--- config.mk ---
export PLATFORM = sky130hd
export DESIGN_NAME = bbox_outline_draw_flat
export DESIGN_NICKNAME = d
export VERILOG_FILES = /design/src/rtl/bbox_pkg.sv /design/src/rtl/bbox_outline_draw_if.sv /design/src/rtl/fb_addr_gen.sv /design/src/rtl/bbox_outline_draw.sv /design/src/flat_wrapper.sv
export SDC_FILE = /design/constraint.sdc
export NUM_CORES = 1
export LEC_CHECK = 0
export ABC_AREA = 1
export BUFFER_PORTS_ARGS = -buffer_cell sky130_fd_sc_hd__clkbuf_2
export CAP_MARGIN = 0
export CORE_MARGIN = 3
export CORE_UTILIZATION = 45
export CTS_CLUSTER_DIAMETER = 40
export DETAILED_ROUTE_END_ITERATION = 7
export HOLD_SLACK_MARGIN = 0.02
export MAX_ROUTING_LAYER = met4
export PLACE_DENSITY = 0.62
export SLEW_MARGIN = 10
export SYNTH_ARGS = -nofsm -noshare
export SYNTH_HDL_FRONTEND = slang
export SYNTH_SLANG_ARGS = --single-unit
--- constraint.sdc ---
create_clock -name clk -period 17.7 [get_ports clk]
set_clock_uncertainty 0.15 [all_clocks]
set_input_delay 1.77 -clock clk [delete_from_list [all_inputs] [get_ports clk]]
set_output_delay 1.77 -clock clk [all_outputs]
set_load 0.03 [all_outputs]
--- src/rtl/bbox_pkg.sv ---
// Shared types for the bounding-box scanner / outline drawer pair.
// Optional interior fill is enabled with the BBOX_FILL_EN macro.
package bbox_pkg;

  localparam int unsigned COORD_W = 11;

  typedef enum logic [2:0] {
    IDLE,
    TOP,
    BOTTOM,
    LEFT,
    RIGHT,
`ifdef BBOX_FILL_EN
    FILL,
`endif
    FINISH
  } drawState_t;

  typedef struct packed {
    logic [COORD_W-1:0] xMin;
    logic [COORD_W-1:0] xMax;
    logic [COORD_W-1:0] yMin;
    logic [COORD_W-1:0] yMax;
  } box_t;

  // Number of outline pixels for a w x h box, each pixel counted once.
  function automatic int unsigned outline_count(int unsigned w, int unsigned h);
    if (h == 1) return w;
    if (w == 1) return h;
    return 2 * w + 2 * (h - 2);
  endfunction

endpackage

--- src/rtl/bbox_outline_draw_if.sv ---
// Start handshake, box request and framebuffer write port of the outline drawer.
interface bbox_outline_draw_if #(
  parameter int unsigned ADDR_W = 14
);
  import bbox_pkg::*;

  logic               en;
  logic               rdy;
  logic [COORD_W-1:0] xMin;
  logic [COORD_W-1:0] xMax;
  logic [COORD_W-1:0] yMin;
  logic [COORD_W-1:0] yMax;
  logic [7:0]         colour;
  logic [ADDR_W-1:0]  addr;
  logic [7:0]         wrdata;
  logic               wren;
  logic               done;
  logic               err;

  modport master (
    output en, xMin, xMax, yMin, yMax, colour,
    input  rdy, addr, wrdata, wren, done, err
  );

  modport slave (
    input  en, xMin, xMax, yMin, yMax, colour,
    output rdy, addr, wrdata, wren, done, err
  );

endinterface

--- src/rtl/fb_addr_gen.sv ---
// Framebuffer address generator: load (x,y), then step by +1 (x) or +WIDTH (y).
module fb_addr_gen
  import bbox_pkg::*;
#(
  parameter int unsigned WIDTH  = 100,
  parameter int unsigned ADDR_W = 14
) (
  input  logic               clk,
  input  logic               rst_n,
  input  logic               load,
  input  logic               stepX,
  input  logic               stepY,
  input  logic [COORD_W-1:0] x,
  input  logic [COORD_W-1:0] y,
  output logic [ADDR_W-1:0]  addr
);

  logic [ADDR_W-1:0] addrQ;

  // Segment starts use a constant-coefficient product; per-pixel steps are adds only.
  always_ff @(posedge clk or negedge rst_n) begin
    if (!rst_n) begin
      addrQ <= '0;
    end else if (load) begin
      addrQ <= ADDR_W'(ADDR_W'(y) * ADDR_W'(WIDTH)) + ADDR_W'(x);
    end else if (stepY) begin
      addrQ <= addrQ + ADDR_W'(WIDTH);
    end else if (stepX) begin
      addrQ <= addrQ + ADDR_W'(1);
    end
  end

  assign addr = addrQ;

endmodule

--- src/rtl/bbox_outline_draw.sv ---
// Draws a bounding-box outline into a WIDTH x HEIGHT 8-bit framebuffer, one pixel per cycle.
// Define BBOX_FILL_EN to also paint the interior with FILL_COLOUR after the outline.
module bbox_outline_draw
  import bbox_pkg::*;
#(
  parameter int unsigned WIDTH  = 100,
  parameter int unsigned HEIGHT = 100,
  parameter int unsigned ADDR_W = 14
`ifdef BBOX_FILL_EN
  ,
  parameter logic [7:0]  FILL_COLOUR = 8'h00
`endif
) (
  input logic                clk,
  input logic                rst_n,
  bbox_outline_draw_if.slave bus
);

  drawState_t         state, stateN;
  box_t               box, boxN;
  logic [7:0]         col, colN;
  logic [COORD_W-1:0] x, y, xN, yN;
  logic               rdyQ, wrenQ, doneQ, errQ;
  logic               rdyN, wrenN, doneN, errN;
  logic [7:0]         wrdataQ, wrdataN;
  logic               agLoad, agStepX, agStepY;
  logic [ADDR_W-1:0]  agAddr;
  logic               boxValid_c;
  logic               hasSides_c;
  logic [COORD_W-1:0] yLast_c;
`ifdef BBOX_FILL_EN
  logic               hasInnerCols_c;
  logic [COORD_W-1:0] xLast_c;
`endif

  // Incoming box must be non-empty and inside the framebuffer.
  assign boxValid_c = (bus.xMin <= bus.xMax) && (bus.yMin <= bus.yMax) &&
                      (32'(bus.xMax) < WIDTH) && (32'(bus.yMax) < HEIGHT);

  // Side segments exist only when there is at least one row strictly between top and bottom.
  assign hasSides_c = box.yMax > (box.yMin + COORD_W'(1));
  assign yLast_c    = box.yMax - COORD_W'(1);
`ifdef BBOX_FILL_EN
  assign hasInnerCols_c = box.xMax > (box.xMin + COORD_W'(1));
  assign xLast_c        = box.xMax - COORD_W'(1);
`endif

  // Next-state, counter and address-generator control.
  always_comb begin
    stateN  = state;
    boxN    = box;
    colN    = col;
    xN      = x;
    yN      = y;
    errN    = errQ;
    agLoad  = 1'b0;
    agStepX = 1'b0;
    agStepY = 1'b0;
    rdyN    = 1'b0;
    wrenN   = 1'b0;
    doneN   = 1'b0;
    wrdataN = wrdataQ;

    unique case (state)
      IDLE: begin
        if (bus.en) begin
          boxN = '{xMin: bus.xMin, xMax: bus.xMax, yMin: bus.yMin, yMax: bus.yMax};
          colN = bus.colour;
          errN = !boxValid_c;
          if (boxValid_c) begin
            stateN = TOP;
            xN     = bus.xMin;
            yN     = bus.yMin;
            agLoad = 1'b1;
          end else begin
            stateN = FINISH;
          end
        end
      end
      TOP: begin
        if (x != box.xMax) begin
          xN      = x + COORD_W'(1);
          agStepX = 1'b1;
        end else if (box.yMax != box.yMin) begin
          stateN = BOTTOM;
          xN     = box.xMin;
          yN     = box.yMax;
          agLoad = 1'b1;
        end else begin
          stateN = FINISH;
        end
      end
      BOTTOM: begin
        if (x != box.xMax) begin
          xN      = x + COORD_W'(1);
          agStepX = 1'b1;
        end else if (hasSides_c) begin
          stateN = LEFT;
          xN     = box.xMin;
          yN     = box.yMin + COORD_W'(1);
          agLoad = 1'b1;
        end else begin
          stateN = FINISH;
        end
      end
      LEFT: begin
        if (y != yLast_c) begin
          yN      = y + COORD_W'(1);
          agStepY = 1'b1;
        end else if (box.xMax != box.xMin) begin
          stateN = RIGHT;
          xN     = box.xMax;
          yN     = box.yMin + COORD_W'(1);
          agLoad = 1'b1;
        end else begin
          stateN = FINISH;
        end
      end
      RIGHT: begin
        if (y != yLast_c) begin
          yN      = y + COORD_W'(1);
          agStepY = 1'b1;
`ifdef BBOX_FILL_EN
        end else if (hasInnerCols_c) begin
          stateN = FILL;
          xN     = box.xMin + COORD_W'(1);
          yN     = box.yMin + COORD_W'(1);
          agLoad = 1'b1;
`endif
        end else begin
          stateN = FINISH;
        end
      end
`ifdef BBOX_FILL_EN
      FILL: begin
        if (x != xLast_c) begin
          xN      = x + COORD_W'(1);
          agStepX = 1'b1;
        end else if (y != yLast_c) begin
          xN     = box.xMin + COORD_W'(1);
          yN     = y + COORD_W'(1);
          agLoad = 1'b1;
        end else begin
          stateN = FINISH;
        end
      end
`endif
      FINISH:  stateN = IDLE;
      default: stateN = IDLE;
    endcase

    rdyN    = (stateN == IDLE);
    doneN   = (stateN == FINISH);
    wrenN   = (stateN != IDLE) && (stateN != FINISH);
    wrdataN = colN;
`ifdef BBOX_FILL_EN
    if (stateN == FILL) wrdataN = FILL_COLOUR;
`endif
  end

  // State and output registers; outputs track the next state so they align with addr.
  always_ff @(posedge clk or negedge rst_n) begin
    if (!rst_n) begin
      state   <= IDLE;
      box     <= '0;
      col     <= '0;
      x       <= '0;
      y       <= '0;
      rdyQ    <= 1'b1;
      wrenQ   <= 1'b0;
      doneQ   <= 1'b0;
      errQ    <= 1'b0;
      wrdataQ <= '0;
    end else begin
      state   <= stateN;
      box     <= boxN;
      col     <= colN;
      x       <= xN;
      y       <= yN;
      rdyQ    <= rdyN;
      wrenQ   <= wrenN;
      doneQ   <= doneN;
      errQ    <= errN;
      wrdataQ <= wrdataN;
    end
  end

  fb_addr_gen #(
    .WIDTH  (WIDTH),
    .ADDR_W (ADDR_W)
  ) u_addrGen (
    .clk   (clk),
    .rst_n (rst_n),
    .load  (agLoad),
    .stepX (agStepX),
    .stepY (agStepY),
    .x     (xN),
    .y     (yN),
    .addr  (agAddr)
  );

  assign bus.rdy    = rdyQ;
  assign bus.addr   = agAddr;
  assign bus.wrdata = wrdataQ;
  assign bus.wren   = wrenQ;
  assign bus.done   = doneQ;
  assign bus.err    = errQ;

endmodule

--- src/flat_wrapper.sv ---
// flat-port wrapper written by rule: the top's interface ports become plain ports
module bbox_outline_draw_flat import bbox_pkg::*;
#(
  parameter int unsigned WIDTH  = 100,
  parameter int unsigned HEIGHT = 100,
  parameter int unsigned ADDR_W = 14

)
  (clk, rst_n, bus_en, bus_xMin, bus_xMax, bus_yMin, bus_yMax, bus_colour, bus_rdy, bus_addr, bus_wrdata, bus_wren, bus_done, bus_err);
  bbox_outline_draw_if #(.ADDR_W(ADDR_W)) bus_i ();
  input logic clk;
  input logic rst_n;
  input wire logic [$bits(bus_i.en)-1:0] bus_en;
  input wire logic [$bits(bus_i.xMin)-1:0] bus_xMin;
  input wire logic [$bits(bus_i.xMax)-1:0] bus_xMax;
  input wire logic [$bits(bus_i.yMin)-1:0] bus_yMin;
  input wire logic [$bits(bus_i.yMax)-1:0] bus_yMax;
  input wire logic [$bits(bus_i.colour)-1:0] bus_colour;
  output wire logic [$bits(bus_i.rdy)-1:0] bus_rdy;
  output wire logic [$bits(bus_i.addr)-1:0] bus_addr;
  output wire logic [$bits(bus_i.wrdata)-1:0] bus_wrdata;
  output wire logic [$bits(bus_i.wren)-1:0] bus_wren;
  output wire logic [$bits(bus_i.done)-1:0] bus_done;
  output wire logic [$bits(bus_i.err)-1:0] bus_err;
  assign bus_i.en = bus_en;
  assign bus_i.xMin = bus_xMin;
  assign bus_i.xMax = bus_xMax;
  assign bus_i.yMin = bus_yMin;
  assign bus_i.yMax = bus_yMax;
  assign bus_i.colour = bus_colour;
  assign bus_rdy = bus_i.rdy;
  assign bus_addr = bus_i.addr;
  assign bus_wrdata = bus_i.wrdata;
  assign bus_wren = bus_i.wren;
  assign bus_done = bus_i.done;
  assign bus_err = bus_i.err;
  bbox_outline_draw #(.WIDTH(WIDTH), .HEIGHT(HEIGHT), .ADDR_W(ADDR_W)) u_core (.clk(clk), .rst_n(rst_n), .bus(bus_i));
endmodule
=== Yosys cells after proc, flatten, opt, wreduce, memory -nomap -nowiden ===
Cells that the tools add are included.
Widths: inputs -> output; s select.

* Add/sub/neg operators: 7
* Multipliers: 1
* $lt $le $gt $ge: 5
* Equality and inequality tests: 10
* Multiplexer cells: 45
* Reductions and logical operators: 12

{| class="wikitable"
|+ Operators with widths
! operator !! number
|-
| $mux 11 || 17
|-
| $pmux 11 s5 || 1
|-
| $ne 11x11->1 || 4
|-
| $pmux 11 s4 || 1
|-
| $mux 14 || 3
|-
| $add 11x1->11 const B || 3
|-
| $mux 3 || 8
|-
| $le 11x11->1 || 2
|-
| $lt 11x7->1 const B || 2
|-
| $pmux 3 s5 || 1
|-
| $add 14x1->14 const B || 1
|-
| $add 14x11->14 || 1
|-
| $add 14x7->14 const B || 1
|-
| $mux 1 || 13
|-
| $mul 11x5->12 const B || 1
|-
| $gt 11x11->1 || 1
|-
| $sub 11x1->11 const B || 1
|-
| $eq 3x2->1 const B || 2
|-
| $eq 3x3->1 const B || 2
|-
| $logic_not 3->1 || 2
|-
| $reduce_bool 3->1 || 2
|-
| $logic_and 1x1->1 || 4
|-
| $pmux 1 s4 || 1
|-
| $reduce_or 2->1 || 2
|-
| other kinds (4) || 4
|}

* Flip-flop bits (word level): 95
* Output and inout port bits: 26

=== Logic depth before layout (Yosys ltp) ===
Gate-level depths: netlist (run 1).

* Depth after elaboration: 10
* Depth in mapped cells: 45
* Mapped depth without buffers: 45

=== Hierarchy ===
A second synthesis (run 1) with hierarchy kept.

* Cells, all modules: 1,543
* Area, all modules: 9,641.7 µm²

{| class="wikitable"
|+ Modules (own cells, without submodules)
! module !! instances !! cells each !! area each (µm²)
|-
| bbox_outline_draw || 1 || 1,157 || 7,220.7
|-
| fb_addr_gen || 1 || 386 || 2,421.1
|}

=== Least setup slack after synthesis (run 1) ===
Ideal clock, no wire load.

* Kind: input -> register
* Start: input port bus_yMax[10]
* End: register u_core.u_addrGen.addrQ[13], in the netlist u_core.u_addrGen.addr[13]
* Setup time: 117 ps
* Arrival: 6,669 ps
* Data required time: 17,433 ps
* Path slack: 10,763 ps
* Cell stages on the path: 37
* Cells stage by stage: inv_1 ha_1 nand2_1 nor2_1 inv_1 nor2_1 nand2_1 nand3_1 nand2_1 nand3_1 nor2_4 clkbuf_1 a221oi_1 o221ai_1 ha_1 ha_1 inv_1 fa_1 inv_1 ha_1 xnor2_1 ha_1 nand2_1 inv_1 nand4_1 nand3_1 nand2_1 nand2_1 a21oi_1 nor2_1 nand2_1 xor2_1 nand3_1 nand3_1 nand3_1 nand2_1 nand2_1

* Word-level cells in the longest chain between the ends: 10
* Elaborated cells between the ends (all ways): 18

{| class="wikitable"
|+ RTL lines
! element !! RTL line !! text
|-
| from (decl) || flat_wrapper.sv:17 || <nowiki>input wire logic [$bits(bus_i.yMax)-1:0] bus_yMax;</nowiki>
|-
| $le 11x11->1 || bbox_outline_draw.sv:37 || <nowiki>assign boxValid_c = (bus.xMin <= bus.xMax) && (bus.yMin <= bus.yMax) &&</nowiki>
|-
| $logic_and 1x1->1 (2 in series) || bbox_outline_draw.sv:37 ||
|-
| $logic_and 1x1->1 * || bbox_outline_draw.sv:38 || <nowiki>(32'(bus.xMax) < WIDTH) && (32'(bus.yMax) < HEIGHT);</nowiki>
|-
| $mux 11 * || bbox_outline_draw.sv:70 || <nowiki>if (boxValid_c) begin</nowiki>
|-
| $mux 11 * || bbox_outline_draw.sv:66 || <nowiki>if (bus.en) begin</nowiki>
|-
| $pmux 11 s5 * || bbox_outline_draw.sv:64 || <nowiki>unique case (state)</nowiki>
|-
| net u_core.u_addrGen.y[2] || fb_addr_gen.sv:14 || <nowiki>input logic [COORD_W-1:0] y,</nowiki>
|-
| $mul 11x5->12 * || fb_addr_gen.sv:25 || <nowiki>addrQ <= ADDR_W'(ADDR_W'(y) * ADDR_W'(WIDTH)) + ADDR_W'(x);</nowiki>
|-
| $add 14x11->14 * || fb_addr_gen.sv:25 ||
|-
| $mux 14 * || fb_addr_gen.sv:24 || <nowiki>end else if (load) begin</nowiki>
|-
| to (signal assigned) || fb_addr_gen.sv:25 ||
|-
| to (signal assigned) || fb_addr_gen.sv:27 || <nowiki>addrQ <= addrQ + ADDR_W'(WIDTH);</nowiki>
|-
| to (signal assigned) || fb_addr_gen.sv:29 || <nowiki>addrQ <= addrQ + ADDR_W'(1);</nowiki>
|-
| to (decl) || fb_addr_gen.sv:18 || <nowiki>logic [ADDR_W-1:0] addrQ;</nowiki>
|}

Mark *: on every way through the listed nets, which the timed path passes. The rest lies on a longest branch.
A chain may end at the register's enable or synchronous reset.

=== Final worst setup path (run 1) ===
Ends and elaborated chain as after synthesis.

==> metrics.cfg, run 1 <==
[sta]
tightest_slew_ns=0.9752
setup_tns_ns=0
fin_crit_ns=7.398
finalHoldViolCount=0
final_max_slew_viol_count=0
holdWs_ns=0.3257
post-route-period-util_pct=41.80
timing.fmax_ghz=0.1352
fin_ws_ns=10.30
setup_viol=0
maxSlewHeadroom_pct=34.99
rsz0062_at_grt=no

[clock_tree]
clkSlewWorstSetupHoldPaths_ns=0.07
cts_tree=built
ctsResizeCount=0
ctsHoldBuffers=0
cts_buffers=9
insertion_delay_ns=0.36
postCtsSetupBuffers=0
clockBufferDepth=2
cts-htree-levels=3
cts.sinks=95
cts-root-buf=clkbuf_16

[synth]
synth_common_cells=297 x nand2_1, 163 x inv_1, 94 x dfrtp_1, 78 x o21ai_0, 72 x nor2_1
syn-instance-count=1178
synth.area.top_cells=dfrtp_1 28%, nand2_1 13%, ha_1 10%
yosys.area.top_type=dfrtp_1
synth_area_mm2=0.008502
synthArstFlopShare_pct=100.0
synth_edf_count=0
syn_nets=1311
avgSynthCellArea_um2=7.217
yosysWarnings=0
ys_ff_latch=95
synth_cell_types=56
synth_most_common_cell=nand2_1
synth_top_area_share_pct=27.67
ys_seq_area_share_pct=27.98
synth_flop_cell=dfrtp_1

[global_route]
use_met1_pct=35.81
grt_pass1_vias=7794
grt_util_met2_pct=42.75
antenna_found_initial=1
grt.total_usage_pct=26.51
grt_use_met3_pct=2.995
grt_pass1_wl_um=41840
grt_busiest_layer=met2
grt_overflow=0
grt_max_degree=66

[final_layout]
final_nets=1374
diodes=0
final_area_mm2=0.009378
multi_input_area_mm2=0.005299
instances_no_fill=1475
synthToLayoutAreaGrowth_pct=10.30
drive_gt1_share_pct=12.76
final_util_pct=51.33
register_area_mm2=0.002379
nFillCells=1857

[power]
intPower_uw=795.8
finalPower_mw=1.702
leakagePower_nw=4.732
power_density_mw_per_mm2=181.5
seqPwrFrac_pct=26.7
peakVddDrop_mv=0.06944
p_switching_uw=905.9
swShare_pct=53.24
clkPwrFrac_pct=12.4
combPwrFrac_pct=60.9

[floorplanning]
fp.dieW_um=143.5
die_y_um=143.5
die_area_mm2=0.02058
start_util_pct=46.53
row_count=49
ios=81
core_area_mm2=0.01827

[placement]
dp_slack_ns=9.916
place_congestion=0.9734
place_area_mm2=0.009062
port_buffers=80
placed_cells=1459
dp_hpwl_um=20020

[setup_path]
path_class=in2reg
worst_setup_path_end_kind=flip-flop
cp_common_cell=nand2_1
worst_setup_path_start_kind=input port
critPathMaxStageDelay_ns=0.46
slowest_stage=fa_1
path_max_fanout=15
crit_required_ns=17.80
crit_arrival_ns=7.50

[detailed_routing]
drt-total-wl_um=25490
routedWlPerCell_um=17.28
drtAntennaViolNets=0
via_count=8119
first_pass_iters=6
drcViolationCount=0
drtIter0Drc=709
via_per_inst=5.504

[outcome]
status=finished, final reports clean

[worst_hold_path]
hp-class=reg2reg

[job]
maxCapViolations=0

metal layers:
| metal | routed length (um) | vias to the layer above |
|---|---|---|
| li1 | - | 4042 |
| met1 | 11610 | 3741 |
| met2 | 11940 | 292 |
| met3 | 1348 | 44 |
| met4 | 588 | 0 |
| met5 | 0 | - |
cell families after synthesis:
| kind of cell | count (synthesis) | share of synthesized area [%] |
|---|---|---|
| and+or+nand+nor | 503 | 26.53 |
| AOI/OAI and AO/OA | 221 | 16.19 |
| buffers and inverters | 209 | 9.786 |
| DFF | 95 | 27.98 |
| adders and majority gates | 78 | 12.10 |
| xor gates and xnor gates | 72 | 7.417 |
final timing paths:
check | from | endpoint | slack, ns | depth (start not counted)
max in group asynchronous | rst_n | u_core.box[30]$_DFFE_PN0P_ | 15.02 | 2
max | bus_yMax[10] | u_core.u_addrGen.addr[13]$_DFFE_PN0P_ | 10.30 | 38
min reg2reg | u_core.col[3]$_DFFE_PN0P_ | u_core.col[3]$_DFFE_PN0P_ | 0.33 | 2
max reg2reg | u_core.box[11]$_DFFE_PN0P_ | u_core.u_addrGen.addr[13]$_DFFE_PN0P_ | 10.47 | 41
min in group asynchronous | rst_n | u_core.u_addrGen.addr[8]$_DFFE_PN0P_ | 1.28 | 1
min | u_core.col[3]$_DFFE_PN0P_ | u_core.col[3]$_DFFE_PN0P_ | 0.33 | 2
worst max-delay path: cells and delay by family:
kind / cells / cell delay (ns)
buffers and inverters: 6 / 0.47
AO/OA/AOI/OAI: 4 / 0.97
AND/OR/NAND/NOR: 20 / 1.89
XOR/XNOR: 2 / 0.38
adder cells (fa/ha/maj): 6 / 1.99
layout make-up:
type / instances / area share, %
Multi-Input combinational cell: 874 / 56.50
Sequential cell: 95 / 25.36
Inverter: 178 / 7.178
Timing Repair Buffer: 83 / 4.536
Tap cell: 229 / 3.055
Clock buffer: 9 / 2.402
Clock inverter: 7 / 0.9606
cell usage in the layout (no fill, tap or decap), drive strengths merged, types with 2 or more instances in the layout:
cell type / n
o21bai: 2
xor2: 41
nand2: 306
nand3: 65
o221ai: 21
nor3: 23
a22oi: 3
a21oi: 47
clkinv: 5
xnor2: 31
o2111ai: 8
o21ai: 91
clkbuf: 88
inv: 179
buf: 4
a221oi: 8
o22ai: 10
a31oi: 3
o21a: 2
fa: 7
a211oi: 9
or2: 5
nand3b: 3
nand4: 19
a21o: 3
dfrtp: 94
o211ai: 10
ha: 71
nor2: 81
state kept, by name, summed over array words and instances, names as in the netlist:
name                   flops
u_core.bus.done            1
u_core.box                44
u_core.state               3
u_core.bus.rdy             1
u_core.y                  11
u_core.bus.err             1
u_core.col                 8
u_core.x                  11
u_core.u_addrGen.addr     14
u_core.bus.wren            1
power by group through the flow:
stage / Sequential (mW) / Combinational, mW / Clock (mW)
CTS: 0.450 / 1.04 / 0.216
global placement: 0.453 / 1.02 / 0
detailed placement: 0.453 / 1.03 / 0
finish: 0.454 / 1.04 / 0.210
global route: 0.469 / 1.18 / 0.224
floorplan: 0.458 / 0.751 / 0
Power figures use the tool's default switching activity.
==> inputs of run 2 (changes only) <==
Settings changed: PLACE_DENSITY 0.62 to 0.65.
Clock period 17.7 ns to 6.3 ns, I/O delays scaled along.
==> run 2 against run 1 <==
Highest routed layer unchanged. Total power grew to 3.3 times the previous value. Combinational power grew to 3.6 times the previous value. Non-clock buffer count grew 78. Critical path type is now reg2reg. Global-route usage grew 0.080 points. Sequential power grew to 2.8 times the previous value. Sequential share of layout area shrank 2.4 points. Critical path depth grew 6. Hold slack lost 0.24 ns. Register-to-register slack lost 10 ns. Clock-buffer cell count is the same.
==> metrics.cfg, run 2 (same netlist as run 1, synthesis figures left out) <==
[outcome]
status=finished, final reports clean

[placement]
place_congestion=0.9770  ; +0.37%
dp_hpwl_um=20680  ; +3.3%
placed_cells=1519  ; +4.1%
port_buffers=80  ; unchanged
dp_slack_ns=-0.2540  ; -10.17 ns

[sta]
finalHoldViolCount=0  ; unchanged
fin_crit_ns=6.261
final_max_slew_viol_count=0  ; unchanged
post-route-period-util_pct=99.37
tightest_slew_ns=0.8865  ; -0.08867 ns
fin_ws_ns=0.03948  ; -10.26 ns
rsz0062_at_grt=yes
maxSlewHeadroom_pct=40.90  ; +5.9 points
timing.fmax_ghz=0.1597
holdWs_ns=0.08911  ; -0.2366 ns
setup_viol=0  ; unchanged

[power]
leakagePower_nw=5.134  ; +8.5%
peakVddDrop_mv=0.1985  ; +190%
power_density_mw_per_mm2=534.4  ; +190%

[floorplanning]
ios=81  ; unchanged
start_util_pct=46.53  ; unchanged
core_area_mm2=0.01827  ; unchanged
fp.dieW_um=143.5  ; unchanged
die_area_mm2=0.02058  ; unchanged
die_y_um=143.5  ; unchanged
row_count=49  ; unchanged

[global_route]
grt_overflow=0  ; unchanged
grt_pass1_wl_um=41880  ; +0.10%
grt.total_usage_pct=26.59  ; +0.080 points
antenna_found_initial=0  ; -1
grt_pass1_vias=7984  ; +2.4%
grt_max_degree=66  ; unchanged

[setup_path]
critPathMaxStageDelay_ns=0.53  ; +0.07 ns
path_max_fanout=4  ; -11
regToRegEndpoint=u_core.u_addrGen.addr[13]$_DFFE_PN0P_
crit_arrival_ns=6.35  ; -1.15 ns
path_class=reg2reg
worst_setup_path_start_kind=flip-flop
worst_setup_path_end_kind=flip-flop
slowest_stage=fa_1
r2r_cells=44  ; +7.3%
rrSetupSlack_ns=0.04  ; -10.43 ns
reg2reg_from=u_core.box[11]$_DFFE_PN0P_
crit_required_ns=6.39  ; -11.41 ns
cp_common_cell=nand2_1

[final_layout]
drive_gt1_share_pct=22.30  ; +9.5 points
final_util_pct=56.72  ; +5.4 points
synthToLayoutAreaGrowth_pct=21.88
largest_register_ff_count=44  ; unchanged
layout_commonest_cell=nand2_1
final_cell_mix=293 x nand2_1, 155 x inv_1, 94 x dfrtp_1
nFillCells=1725  ; -7.1%
final_nets=1452  ; +5.7%
diodes=0  ; unchanged
regMostFlops=u_core.box
instances_no_fill=1552  ; +5.2%

[worst_hold_path]
hp-class=in2async

[clock_tree]
cts_buffers=9  ; unchanged
cts_tree=built
clkSlewWorstSetupHoldPaths_ns=0.07  ; about the same
cts.sinks=95  ; unchanged
cts-root-buf=clkbuf_16
cts-htree-levels=3  ; unchanged
ctsHoldBuffers=0  ; unchanged
clockBufferDepth=2  ; unchanged
insertion_delay_ns=0.35  ; about the same

[detailed_routing]
first_pass_iters=5  ; -1
drt-total-wl_um=26840  ; +5.3%
drtIter0Drc=870  ; +23%
drtAntennaViolNets=0  ; unchanged
drcViolationCount=0  ; unchanged
via_per_inst=5.512  ; +0.14%
routedWlPerCell_um=17.29  ; about the same
via_count=8555  ; +5.4%

[job]
maxCapViolations=0  ; unchanged

[run 2: cell count changes in the layout (fill, tap and decap cells not counted), sizes merged]
cell | previous run | this run
buf | 4 | 82
inv | 179 | 181
bufinv | 1 | 0
clkinv | 5 | 3
[run 2: layout make-up]
| cell class | count | area (um^2) | area share [%] |
|---|---|---|---|
| Clock buffer | 9 | 225.2 | 2.173 |
| Clock inverter | 6 | 51.30 | 0.4951 |
| Inverter | 178 | 675.6 | 6.520 |
| Multi-Input combinational cell | 874 | 5719 | 55.19 |
| Sequential cell | 95 | 2379 | 22.95 |
| Tap cell | 229 | 286.5 | 2.765 |
| Timing Repair Buffer | 161 | 1026 | 9.901 |
[run 2: layer usage]
metal	wire, um	track usage, %	vias up
li1	-	-	4193
met4	775	7.086	0
met2	12930	43.49	293
met5	0	-	-
met1	11630	34.63	4015
met3	1503	3.993	54
[run 2: worst max-delay path, delay by kind of cell (launching register included)]
family                     cells  cell delay [ns]
AOI/OAI and AO/OA              3             0.36
xor gates and xnor gates       3             0.34
buffers and inverters          6             0.43
DFF                            1             0.39
and+or+nand+nor               25             2.27
adders and majority gates      7             2.20
[run 2: worst max path at each step]
stage                          startpoint                                    end  slack (ns)  depth (start not counted)
6_report       u_core.box[11]$_DFFE_PN0P_  u_core.u_addrGen.addr[13]$_DFFE_PN0P_        0.04                         44
4_1_cts        u_core.box[11]$_DFFE_PN0P_  u_core.u_addrGen.addr[13]$_DFFE_PN0P_        0.03                         43
3_3_place_gp   u_core.box[12]$_DFFE_PN0P_  u_core.u_addrGen.addr[13]$_DFFE_PN0P_       -0.01                         42
5_1_grt        u_core.box[11]$_DFFE_PN0P_  u_core.u_addrGen.addr[13]$_DFFE_PN0P_       -0.37                         43
2_1_floorplan  u_core.box[11]$_DFFE_PN0P_  u_core.u_addrGen.addr[13]$_DFFE_PN0P_        0.16                         43
3_5_place_dp   u_core.box[12]$_DFFE_PN0P_  u_core.u_addrGen.addr[13]$_DFFE_PN0P_       -0.25                         43
[run 2: power breakdown]
part,internal (mW),total (mW),switching [mW]
logic,1.57,3.73,2.16
registers,0.885,1.27,0.389
clock network,0.273,0.538,0.265
[run 2: stage by stage]
step / total power, mW / TNS (ns) / cell area (um^2)
final: 5.538 / 0 / 10360
after global routing: 6.023 / -1.082 / 10360
after CTS: 5.131 / 0 / 9988
after detailed placement: 4.423 / -0.4211 / 9513
after global placement: 4.388 / -0.01456 / 9513
after floorplan: 3.395 / 0 / 8502
[run 2: timing repair]
item                       CTS  global route
setup endpoints to repair    3             6
buffers inserted             8            13
pin swaps                   16            43
gates resized for setup     23            59
==> inputs of run 3 (changes only) <==
Settings changed: ABC_CLOCK_PERIOD_IN_PS set to 6300, CTS_BUF_LIST set to sky130_fd_sc_hd__clkbuf_2, RECOVER_POWER set to 25.
==> run 3 against run 2 <==
The run now ends with max-capacitance violations, max-slew violations left. Flip-flop and latch count unchanged. Via count up 0.75%. Maximum frequency down 0.19%. Register-to-register slack about the same. Total power down 3.8%. Critical endpoint unchanged.
==> metrics.cfg, run 3 (same netlist as run 1, synthesis figures left out) <==
[floorplanning]
ios=81  ; unchanged
row_count=49  ; unchanged
core_area_mm2=0.01827  ; unchanged
fp.dieW_um=143.5  ; unchanged
die_area_mm2=0.02058  ; unchanged
start_util_pct=46.53  ; unchanged
die_y_um=143.5  ; unchanged

[power]
clkPwrFrac_pct=5.6  ; -4.1 points
peakVddDrop_mv=0.1834  ; -7.6%
leakagePower_nw=5.146  ; +0.23%
swShare_pct=52.51  ; +1.7 points
intPower_mw=2.529  ; -7.2%
finalPower_mw=5.325  ; -3.8%
p_switching_mw=2.796  ; -0.58%
seqPwrFrac_pct=23.8  ; +0.8 points
power_density_mw_per_mm2=514.1  ; -3.8%
combPwrFrac_pct=70.6  ; +3.3 points

[sta]
post-route-period-util_pct=99.56  ; +0.19 points
rsz0062_at_grt=yes
tightest_slew_ns=3.136  ; +2.249 ns
setup_viol=0  ; unchanged
fin_ws_ns=0.02768  ; -0.01180 ns
final_max_slew_viol_count=98  ; +98
fin_crit_ns=6.272  ; +0.01180 ns
timing.fmax_ghz=0.1594  ; -0.19%
maxSlewHeadroom_pct=-109.1  ; -150 points
finalHoldViolCount=0  ; unchanged

[final_layout]
multi_input_area_mm2=0.005712  ; -0.13%
largest_register_ff_count=44  ; unchanged
layout_commonest_cell=nand2_1
synthToLayoutAreaGrowth_pct=21.84  ; about the same
final_cell_mix=291 x nand2_1, 155 x inv_1, 94 x dfrtp_1
final_nets=1473  ; +1.4%
nFillCells=1716  ; -0.52%
drive_gt1_share_pct=22.47  ; +0.17 points
regMostFlops=u_core.box
register_area_mm2=0.002379  ; unchanged
instances_no_fill=1574  ; +1.4%

[setup_path]
worst_setup_path_end_kind=flip-flop
path_buf_inv=6  ; unchanged
crit_family=adder cells
critPathMaxStageDelay_ns=0.54  ; about the same
slowest_stage=fa_1
crit_arrival_ns=6.70  ; +0.35 ns
path_max_fanout=4  ; unchanged
path_class=reg2reg
rrSetupSlack_ns=0.03  ; about the same
cp_common_cell=nand2_2
crit_required_ns=6.73  ; +0.34 ns
worst_setup_path_start_kind=flip-flop

[outcome]
violations=max-capacitance violations, max-slew violations
status=finished, violations left

[detailed_routing]
via_count=8619  ; +0.75%
drtIter0Drc=787  ; -9.5%
routedWlPerCell_um=17.03  ; -1.5%
drcViolationCount=0  ; unchanged
drtAntennaViolNets=0  ; unchanged
first_pass_iters=7  ; +2
via_per_inst=5.476  ; -0.66%
drt-total-wl_um=26810  ; about the same

[global_route]
antenna_found_initial=1  ; +1
grt_overflow=0  ; unchanged
grt_max_degree=66  ; unchanged
grt.total_usage_pct=26.71  ; +0.12 points
grt_pass1_vias=8068  ; +1.1%
grt_pass1_wl_um=42150  ; +0.63%

[job]
maxCapViolations=2  ; +2

[placement]
dp_hpwl_um=20680  ; unchanged
place_congestion=0.9770  ; unchanged
port_buffers=80  ; unchanged
dp_slack_ns=-0.2540  ; unchanged
placed_cells=1519  ; unchanged

[clock_tree]
cts-htree-levels=3  ; unchanged
cts.sinks=95  ; unchanged
cts-root-buf=clkbuf_2
clkSlewWorstSetupHoldPaths_ns=0.26  ; +0.19 ns
clockBufferDepth=2  ; unchanged
cts_tree=built
cts_buffers=9  ; unchanged
insertion_delay_ns=0.64  ; +0.29 ns

[worst_hold_path]
hp-class=in2reg

-- run 3: what timing repair did --
action | CTS | global route
pin swaps | 21 | 41
endpoints found under the setup margin | 4 | 6
gates resized for setup | 36 | 44
hold buffers | 13 | 1
hold endpoints to repair | 48 | 1
setup buffers | 15 | 10
-- run 3: final cells by class --
cell class / instances / share of cell area (%)
antenna: 1 / 0.02416
clock buffer: 9 / 0.4348
clock inverter: 6 / 0.4952
inverter: 178 / 6.523
multi-input combinational: 874 / 55.14
sequential: 95 / 22.96
tap: 229 / 2.766
timing repair buffer: 182 / 11.66
-- run 3: power by group through the flow --
stage	Clock (mW)	Combinational, mW	Sequential (mW)
after global routing	0.332	4.17	1.31
final	0.298	3.76	1.27
after detailed placement	0	3.16	1.27
after floorplan	0	2.11	1.29
after CTS	0.308	3.42	1.25
after global placement	0	3.13	1.26
-- run 3: metal layers --
metal	wire length, um	track usage, %	part of all wire (%)
met1	11580	34.33	43
met2	13070	44.45	49
met3	1487	4.226	5.5
met4	672	6.343	2.5
met5	0	-	0
-- run 3: metrics by stage --
| stage | utilization (%) | area, um^2 | hold WS, ns | TNS (ns) |
|---|---|---|---|---|
| finish | 56.70 | 10360 | 0.06425 | 0 |
| detailed placement | 52.07 | 9513 | 0.3122 | -0.4211 |
| global placement | 52.07 | 9513 | 0.3087 | -0.01456 |
| global route | 56.70 | 10360 | 0.02226 | -0.9602 |
| CTS | 55.09 | 10060 | 0.02378 | 0 |
| floorplan | - | 8502 | 0.1844 | 0 |
-- run 3: worst paths after layout --
path	from	end	depth (start not counted)
worst min-delay path	bus_yMax[9]	u_core.box[9]$_DFFE_PN0P_	3
max in group asynchronous	rst_n	u_core.state[1]$_DFF_PN0_	3
min in group asynchronous	rst_n	u_core.y[2]$_DFF_PN0_	2
worst min register to register	u_core.col[1]$_DFFE_PN0P_	u_core.col[1]$_DFFE_PN0P_	2
worst max-delay path	u_core.box[12]$_DFFE_PN0P_	u_core.u_addrGen.addr[13]$_DFFE_PN0P_	41
worst max register to register	u_core.box[12]$_DFFE_PN0P_	u_core.u_addrGen.addr[13]$_DFFE_PN0P_	41
-- run 3: worst register-to-register path, delay by kind of cell (launching register included) --
| kind | cells | cell delay [ns] |
|---|---|---|
| fa+ha+maj | 7 | 2.16 |
| simple gates | 22 | 1.96 |
| buf+inv | 6 | 0.69 |
| flops | 1 | 0.44 |
| xor+xnor | 3 | 0.42 |
| compound gates | 3 | 0.42 |
